<file path="config.mk">
export PLATFORM = sky130hd
export DESIGN_NAME = cmd_arbiter
export DESIGN_NICKNAME = d
export VERILOG_FILES = /design/src/rtl/cmd_arb_pkg.sv /design/src/rtl/cmd_arb_wdog.sv /design/src/rtl/cmd_arbiter.sv
export SDC_FILE = /design/constraint.sdc
export NUM_CORES = 1
export LEC_CHECK = 0
export CORE_ASPECT_RATIO = 2
export CORE_MARGIN = 1
export CORE_UTILIZATION = 41
export DETAILED_ROUTE_END_ITERATION = 8
export PLACE_DENSITY_LB_ADDON = 0.12
export RECOVER_POWER = 50
export SLEW_MARGIN = 15
export SYNTH_ARGS = -nofsm -noshare
export SYNTH_HDL_FRONTEND = slang
export SYNTH_SLANG_ARGS = --single-unit
</file>
<file path="constraint.sdc">
create_clock -name clk -period 1.6 [get_ports clk]
set_input_delay 0.16 -clock clk [delete_from_list [all_inputs] [get_ports clk]]
set_output_delay 0.16 -clock clk [all_outputs]
set_load 0.01 [all_outputs]
</file>
<file path="src/rtl/cmd_arb_pkg.sv">
// Shared types for the Knight command arbiter: FSM state and grant owner encodings.
package cmd_arb_pkg;

    typedef enum logic [1:0] {
        IDLE  = 2'd0,
        OFFER = 2'd1,
        EXEC  = 2'd2
    } arb_state_t;

    typedef enum logic [1:0] {
        OWN_NONE = 2'b00,
        OWN_UART = 2'b01,
        OWN_TOUR = 2'b10
    } owner_t;

endpackage

</file>
<file path="src/rtl/cmd_arb_wdog.sv">
// Execution watchdog for cmd_arbiter: counts run cycles, flags the LIMIT-th one.
// Only instantiated when CMD_ARB_TIMEOUT_EN is defined.
module cmd_arb_wdog #(
    parameter int unsigned LIMIT = 1048576
) (
    input  logic clk,
    input  logic rst_n,
    input  logic clear,
    input  logic run,
    output logic tc
);

    localparam int unsigned CW = $clog2(LIMIT + 1);

    logic [CW-1:0] cnt;

    always_ff @(posedge clk or negedge rst_n) begin
        if (!rst_n) begin
            cnt <= '0;
        end else if (clear) begin
            cnt <= '0;
        end else if (run && !tc) begin
            cnt <= cnt + 1'b1;
        end
    end

    // tc marks the LIMIT-th consecutive run cycle
    assign tc = run && (cnt == CW'(LIMIT - 1));

endmodule

</file>
<file path="src/rtl/cmd_arbiter.sv">
// Arbitrates cmd_proc between the UART wrapper and the tour command unit.
// Optional execution watchdog enabled by defining CMD_ARB_TIMEOUT_EN.
module cmd_arbiter
    import cmd_arb_pkg::*;
#(
    parameter int unsigned CMD_W       = 16,
    parameter int unsigned STARVE_MAX  = 4,
    parameter int unsigned TIMEOUT_CYC = 1048576
) (
    input  logic             clk,
    input  logic             rst_n,
    input  logic [CMD_W-1:0] cmd_UART,
    input  logic             cmd_rdy_UART,
    output logic             clr_cmd_rdy_UART,
    input  logic [CMD_W-1:0] cmd_tour,
    input  logic             cmd_rdy_tour,
    output logic             clr_cmd_rdy_tour,
    output logic [CMD_W-1:0] cmd,
    output logic             cmd_rdy,
    input  logic             clr_cmd_rdy,
    input  logic             send_resp,
    output logic             send_resp_UART,
    output logic             send_resp_tour,
    output logic [1:0]       owner,
    output logic             timeout
);

    localparam int unsigned SW = $clog2(STARVE_MAX + 1);

    arb_state_t       state_q, state_d;
    owner_t           owner_q, owner_d;
    logic [CMD_W-1:0] cmd_q, cmd_d;
    logic [SW-1:0]    starve_q, starve_d;
    logic             cmd_rdy_q;
    logic             wd_tc;

`ifdef CMD_ARB_TIMEOUT_EN
    cmd_arb_wdog #(
        .LIMIT(TIMEOUT_CYC)
    ) u_wdog (
        .clk  (clk),
        .rst_n(rst_n),
        .clear(state_q != EXEC),
        .run  (state_q == EXEC),
        .tc   (wd_tc)
    );
`else
    logic unused_timeout_cfg;
    assign unused_timeout_cfg = (TIMEOUT_CYC == 0);
    assign wd_tc = 1'b0;
`endif

    always_comb begin
        state_d          = state_q;
        owner_d          = owner_q;
        cmd_d            = cmd_q;
        starve_d         = starve_q;
        clr_cmd_rdy_UART = 1'b0;
        clr_cmd_rdy_tour = 1'b0;
        send_resp_UART   = 1'b0;
        send_resp_tour   = 1'b0;
        timeout          = 1'b0;
        case (state_q)
            IDLE: begin
                if (cmd_rdy_UART || cmd_rdy_tour) begin
                    state_d = OFFER;
                    // tour has priority unless UART has been passed over STARVE_MAX times
                    if (cmd_rdy_tour && !(cmd_rdy_UART && starve_q == SW'(STARVE_MAX))) begin
                        owner_d = OWN_TOUR;
                        cmd_d   = cmd_tour;
                        if (cmd_rdy_UART) begin
                            starve_d = starve_q + 1'b1;
                        end
                    end else begin
                        owner_d  = OWN_UART;
                        cmd_d    = cmd_UART;
                        starve_d = '0;
                    end
                end
            end
            OFFER: begin
                if (clr_cmd_rdy) begin
                    clr_cmd_rdy_UART = (owner_q == OWN_UART);
                    clr_cmd_rdy_tour = (owner_q == OWN_TOUR);
                    state_d          = EXEC;
                end
            end
            EXEC: begin
                if (send_resp) begin
                    send_resp_UART = (owner_q == OWN_UART);
                    send_resp_tour = (owner_q == OWN_TOUR);
                    state_d        = IDLE;
                    owner_d        = OWN_NONE;
                end else if (wd_tc) begin
                    timeout = 1'b1;
                    state_d = IDLE;
                    owner_d = OWN_NONE;
                end
            end
            default: begin
                state_d = IDLE;
                owner_d = OWN_NONE;
            end
        endcase
    end

    always_ff @(posedge clk or negedge rst_n) begin
        if (!rst_n) begin
            state_q   <= IDLE;
            owner_q   <= OWN_NONE;
            cmd_q     <= '0;
            starve_q  <= '0;
            cmd_rdy_q <= 1'b0;
        end else begin
            state_q   <= state_d;
            owner_q   <= owner_d;
            cmd_q     <= cmd_d;
            starve_q  <= starve_d;
            cmd_rdy_q <= (state_d == OFFER);
        end
    end

    assign cmd     = cmd_q;
    assign cmd_rdy = cmd_rdy_q;
    assign owner   = owner_q;

endmodule

</file>
==> flow_metrics.tcl, run 1 <==
set metrics [dict create \
    cp_max_fo 19 \
    routedWlPerCell_um 15.9 \
    synth_cell_types 26 \
    slowest_delay_ns 0.43 \
    required_ns 1.74 \
    cp_top_family "flip-flops" \
    end_kind "flip-flop" \
    setup_violations 0 \
    die_w_um 42.1 \
    grtUsageTotal_pct 23.3 \
    syn_inst 146 \
    crit_chain "buf_4 > or2_2 > o21ai_0 > o211ai_1" \
    period_needed_ns 1.47 \
    utilization_pct 66.9 \
    die_h_um 82.3 \
    fillCellCount 266 \
    synth_area_leaders "dfrtp_1 45%, o211ai_1 9.1%, nand4_1 8.0%, o21ai_0 8.0%, nand3_1 6.4%" \
    setup_ws_ns 0.128 \
    post-route-period-util_pct 92.0 \
    ant_nets 0 \
    core_region_area_um2 3010 \
    clk_root_buffer_cell "clkbuf_8" \
    max_freq_mhz 679 \
    die_area_um2 3470 \
    cts_num_sinks 24 \
    rsz0062_at_grt "false" \
    use_met2_pct 43.0 \
    core.rowCount 28 \
    cap_violations 0 \
    report.final.slew_viol_count 0 \
    wl_um 3760 \
    met3_usage_pct 2.83 \
    cp_data_arrival_time_ns 1.61 \
    fin_area_um2 2010 \
    cp_slowest_cell "dfrtp_2" \
    cts_tree "built" \
    tightestPinTransition_ns 0.641 \
    synth.top_cell.area_share_pct 45.5 \
    fin_skew_ns 0.00199 \
    viasPerCell 5.89 \
    start_util_pct 43.9 \
    yosys.area.top_type "dfrtp_1" \
    drive_above_1_share_pct 11.6 \
    cts_max_level 1 \
    grt_use_met1_pct 27.8 \
    dpl.hpwl_um 2670 \
    relSlewSlack_pct 57.2 \
    power.share.switching_pct 38.0 \
    seq_power_share_pct 34.4 \
    gp_congestion 0.813 \
    clock_path_buffers 2 \
    pre_cts_slack_ns -0.296 \
    ys_seq_area_share_pct 45.5 \
    internal_power_mw 1.95 \
    criticalPathCategory "flip-flop to flip-flop" \
    grt_first_pass_wirelength_um 6350 \
    tns_ns 0 \
    p_per_area_nw_per_um2 1560 \
    hold_violations 0 \
    place_area_um2 1950 \
    synth_fp_nets 186 \
    grt_pass1_vias 1414 \
    diodes 0 \
    cts_hold_buf 0 \
    critPathBufInv 1 \
    clkPwrFrac_pct 13.1 \
    grt_max_degree 25 \
    yosysWarningCount 0 \
    boundaryPins 62 \
    num_vias 1397 \
    nets 248 \
    ys_ff_latch 24 \
    hold_class "primary input to asynchronous set/reset pin" \
    syn_avg_cell_area_um2 9.05 \
    drt_iter0_markers 38 \
    leakage_nw 0.807 \
    startpoint_type "flip-flop" \
    syn2layout_area_growth_pct 52.5 \
    first_pass_iters 4 \
    synth_area_um2 1320 \
    status "completed" \
    port_buffers 60 \
    p_comb_share_pct 52.5 \
    drc 0 \
    ir_drop_uv 1150 \
    grt.busiest_layer "met2" \
    p_sw_mw 1.20 \
    grt_antenna_before_repair 0 \
    grt_overflow_total 0 \
    path_clk_slew_ns 0.09 \
    clock_latency_ns 0.26 \
    numCtsBuffers 3 \
]
[synth_stat cells (all sizes together)]
cell	count
o221ai	2
o211ai	16
and2	1
buf	11
nand3b	1
nor3	3
nand2b	2
inv	4
clkbuf	4
conb	1
nand3	18
or2	2
or3b	1
nand4	17
nand2	6
o311ai	1
ha	2
nor2	7
a21o	1
o21ai	22
dfrtp	24
[repair_timing]
| item | CTS | global route |
|---|---|---|
| gates resized for setup | 7 | 0 |
| setup endpoints to repair | 9 | 0 |
| buffers inserted | 1 | 0 |
[worst register-to-register path: cells and delay by family (launching register included)]
| kind | cells | cell delay [ns] |
|---|---|---|
| flip-flops | 1 | 0.43 |
| AND/OR/NAND/NOR | 1 | 0.42 |
| AO/OA/AOI/OAI | 2 | 0.34 |
| buffers and inverters | 1 | 0.15 |
[stage by stage]
stage	cells	hold slack (ns)	total power, mW
after global routing	237	0.464	3.38
after CTS	237	0.264	3.22
final	237	0.429	3.15
after global placement	232	0.496	2.74
after floorplan	146	-0.136	1.97
after detailed placement	232	0.523	2.79
[sequential cells by signal, summed over array words and instances, names as in the netlist]
signal    cells
cmd_rdy       1
cmd          16
owner         2
state_q       2
starve_q      3
[per-layer routing]
metal  part of all wire (%)  wire (um)
met4                    1.3         48
met3                    4.7        178
met5                      0          0
met1                     37       1380
met2                     57       2150
[final timing paths]
check,end,cells after the start,start,slack [ns]
worst max-delay path,cmd[2]$_DFFE_PN0P_,4,state_q[0]$_DFF_PN0_,0.13
worst min-delay path,owner[1]$_DFFE_PN0P_,2,rst_n,0.43
worst max register to register,cmd[2]$_DFFE_PN0P_,4,state_q[0]$_DFF_PN0_,0.13
worst min register to register,cmd[15]$_DFFE_PN0P_,2,cmd[15]$_DFFE_PN0P_,0.53
max in group asynchronous,state_q[0]$_DFF_PN0_,2,rst_n,0.73
min in group clk,cmd[10]$_DFFE_PN0P_,3,cmd_UART[10],0.47
[cell families after synthesis]
kind of cell               after synthesis  share of synthesized area, %
buffers and inverters                   19                          7.76
DFF                                     24                          45.5
adders and majority gates                2                          1.89
and+or+nand+nor                         58                          24.6
AOI/OAI and AO/OA                       42                          20.0
other                                    1                         0.284
[layout make-up]
cell class              count  area [um^2]  share of cell area, %
well taps                  30         37.5                   1.86
inverters                   4         15.0                  0.745
repair buffers             72          683                   33.9
multi-input cells         103          621                   30.8
clock buffers               4         55.1                   2.73
flip-flops and latches     24          603                   29.9
[layout by cell type (no fill, tap or decap), drive strengths merged, types with 7 or more instances in the layout]
master         Yosys  layout
o211ai            16      16
buf               11      10
o21ai             22      22
dfrtp             24      24
dlygate4sd3        0      11
nand3             18      18
nor2               7       7
nand4             17      17
clkdlybuf4s50      0      45
[power by group through the flow]
stage	sequential (mW)	clock, mW	combinational [mW]
final	1.08	0.411	1.65
after global routing	1.12	0.442	1.81
after CTS	1.09	0.415	1.71
after detailed placement	1.11	0	1.68
after global placement	1.09	0	1.65
after floorplan	1.17	0	0.796
Note: power is estimated with default switching activity, not from simulation.
==> run 2, diff against run 1 <==
--- a/config.mk
+++ b/config.mk
@@ -11,6 +11,7 @@
 export DETAILED_ROUTE_END_ITERATION = 8
 export PLACE_DENSITY_LB_ADDON = 0.12
 export RECOVER_POWER = 50
+export SETUP_SLACK_MARGIN = 0.05
 export SLEW_MARGIN = 15
 export SYNTH_ARGS = -nofsm -noshare
 export SYNTH_HDL_FRONTEND = slang
==> results of run 2 <==
No change in the layout: final DEF, timing and power equal those of run 1.
==> run 3, diff against run 2 <==
--- a/config.mk
+++ b/config.mk
@@ -7,7 +7,7 @@
 export LEC_CHECK = 0
 export CORE_ASPECT_RATIO = 2
 export CORE_MARGIN = 1
-export CORE_UTILIZATION = 41
+export CORE_UTILIZATION = 37
 export DETAILED_ROUTE_END_ITERATION = 8
 export PLACE_DENSITY_LB_ADDON = 0.12
 export RECOVER_POWER = 50
==> constraint.sdc (replaced) <==
create_clock -name clk -period 1.2 [get_ports clk]
set_input_delay 0.12 -clock clk [delete_from_list [all_inputs] [get_ports clk]]
set_output_delay 0.12 -clock clk [all_outputs]
set_load 0.01 [all_outputs]
==> flow_metrics.tcl, run 3 (same netlist as run 1, synthesis figures left out) <==
set metrics [dict create \
    port_buffers 60 \
    fin_skew_ns 0.0114 \
    cp_max_fo 7 \
    criticalPathCategory "flip-flop to flip-flop" \
    wl_um 4330 \
    die_h_um 86.5 \
    totalPowerFinal_mw 5.09 \
    drc 1 \
    die_w_um 44.3 \
    largest_reg_flops 16 \
    cts_max_level 1 \
    r2r-end "starve_q[2]$_DFFE_PN0P_" \
    report.final.slew_viol_count 0 \
    setup_ws_ns -0.134 \
    boundaryPins 62 \
    period_needed_ns 1.33 \
    hold_class "primary input to asynchronous set/reset pin" \
    drive_above_1_share_pct 29.1 \
    post-route-period-util_pct 111 \
    tightestPinTransition_ns 0.626 \
    violations "design-rule violations, negative setup slack" \
    die_area_um2 3830 \
    leakage_nw 0.950 \
    syn2layout_area_growth_pct 73.9 \
    required_ns 1.42 \
    cts_num_sinks 24 \
    grt_pass1_vias 1532 \
    nets 264 \
    final_cells 271 \
    core.rowCount 30 \
    end_kind "flip-flop" \
    grt_overflow_total 0 \
    max_freq_mhz 750 \
    start_util_pct 38.7 \
    grt_max_degree 25 \
    viasPerCell 5.54 \
    ant_nets 0 \
    final_cell_mix "36 x clkdlybuf4s50_1, 22 x dfrtp_1, 17 x nand4_1, 17 x dlygate4sd2_1, 16 x o211ai_1" \
    rr_startpoint "state_q[0]$_DFF_PN0_" \
    num_vias 1502 \
    r2r_cells 4 \
    grt_first_pass_wirelength_um 6900 \
    first_pass_iters 9 \
    rsz0062_at_grt "true" \
    final_common_cell "clkdlybuf4s50_1" \
    dpl.hpwl_um 2910 \
    reg2reg_setup_slack_ns -0.13 \
    cap_violations 0 \
    clock_path_buffers 2 \
    setup_violations 24 \
    path_clk_slew_ns 0.09 \
    relSlewSlack_pct 58.3 \
    gp_congestion 0.708 \
    dp.cells 258 \
    clock_latency_ns 0.28 \
    p_per_area_nw_per_um2 2220 \
    drt_iter0_markers 50 \
    numCtsBuffers 3 \
    status "finished with violations" \
    fillCellCount 291 \
    startpoint_type "flip-flop" \
    routedWlPerCell_um 16.0 \
    diodes 0 \
    grtUsageTotal_pct 23.7 \
    grt_antenna_before_repair 0 \
    ir_drop_uv 1300 \
    cts_tree "built" \
    core_region_area_um2 3420 \
    tns_ns -2.19 \
    clk_root_buffer_cell "clkbuf_8" \
    hold_violations 0 \
    cp_data_arrival_time_ns 1.56 \
]
==> run 3: cell count changes in the layout (fill, tap and decap cells not counted), sizes merged <==
cell and delta:
clkbuf -2, dlygate4sd2 +13, clkdlybuf4s50 -9, buf +19
or2 +2, dlygate4sd3 -10, bufinv +1, clkdlybuf4s15 +1
and2 +1
==> run 3: repair_timing <==
item                                    CTS  global route
gates cloned                              2             2
pin swaps                                 8             7
endpoints found under the setup margin   46            27
hold buffers                              0             0
buffers inserted                          2             4
gates resized for setup                  66            25
==> run 3: critical path, stage by stage, from the launching register on <==
cell     delay, ns
dfrtp_1       0.43
buf_6         0.16
or3b_4        0.43
nor3_2        0.17
a21o_1        0.10
==> run 3: final cells by class <==
type | count | area [um^2] | area share (%)
timing repair buffer | 85 | 788 | 34.3
multi-input combinational | 106 | 759 | 33.1
sequential | 24 | 603 | 26.3
tap | 48 | 60.1 | 2.61
clock buffer | 3 | 41.3 | 1.80
clock inverter | 1 | 30.0 | 1.31
inverter | 4 | 15.0 | 0.654
==> run 3: how the worst max path moves through the flow <==
stage                                 start                 endpoint  slack, ns  cells past startpoint
detailed placement             cmd_rdy_UART       cmd[7]$_DFFE_PN0P_      -0.61                      4
finish                 state_q[0]$_DFF_PN0_  starve_q[2]$_DFFE_PN0P_      -0.13                      4
CTS                    state_q[1]$_DFF_PN0_         clr_cmd_rdy_tour      -0.12                      3
global route           state_q[1]$_DFF_PN0_       cmd[3]$_DFFE_PN0P_      -0.21                      5
floorplan           starve_q[0]$_DFFE_PN0P_      cmd[10]$_DFFE_PN0P_      -0.15                      7
global placement               cmd_rdy_UART       cmd[9]$_DFFE_PN0P_      -0.51                      4
==> run 3: per-layer routing <==
| metal | up-vias | share of wire (%) | track usage [%] |
|---|---|---|---|
| met5 | - | 0 | 0 |
| met1 | 731 | 37 | 26.2 |
| li1 | 700 | - | - |
| met2 | 63 | 57 | 43.3 |
| met4 | 0 | 2.0 | 10.5 |
| met3 | 8 | 4.1 | 2.50 |
==> run 3: where the power goes <==
| group | switching, mW | total [mW] | internal, mW |
|---|---|---|---|
| logic | 1.43 | 2.93 | 1.50 |
| registers | 0.250 | 1.45 | 1.20 |
| clock network | 0.273 | 0.719 | 0.446 |
==> run 3: per-stage QoR <==
stage / instance area (um^2) / hold slack, ns / setup slack, ns / util [%]
final: 2300 / 0.385 / -0.134 / 67.3
after global routing: 2300 / 0.449 / -0.208 / 67.3
after CTS: 2190 / 0.215 / -0.120 / 64.1
after detailed placement: 2060 / 0.512 / -0.614 / 60.2
after global placement: 2060 / 0.508 / -0.506 / 60.2
after floorplan: 1360 / -0.176 / -0.150 / -
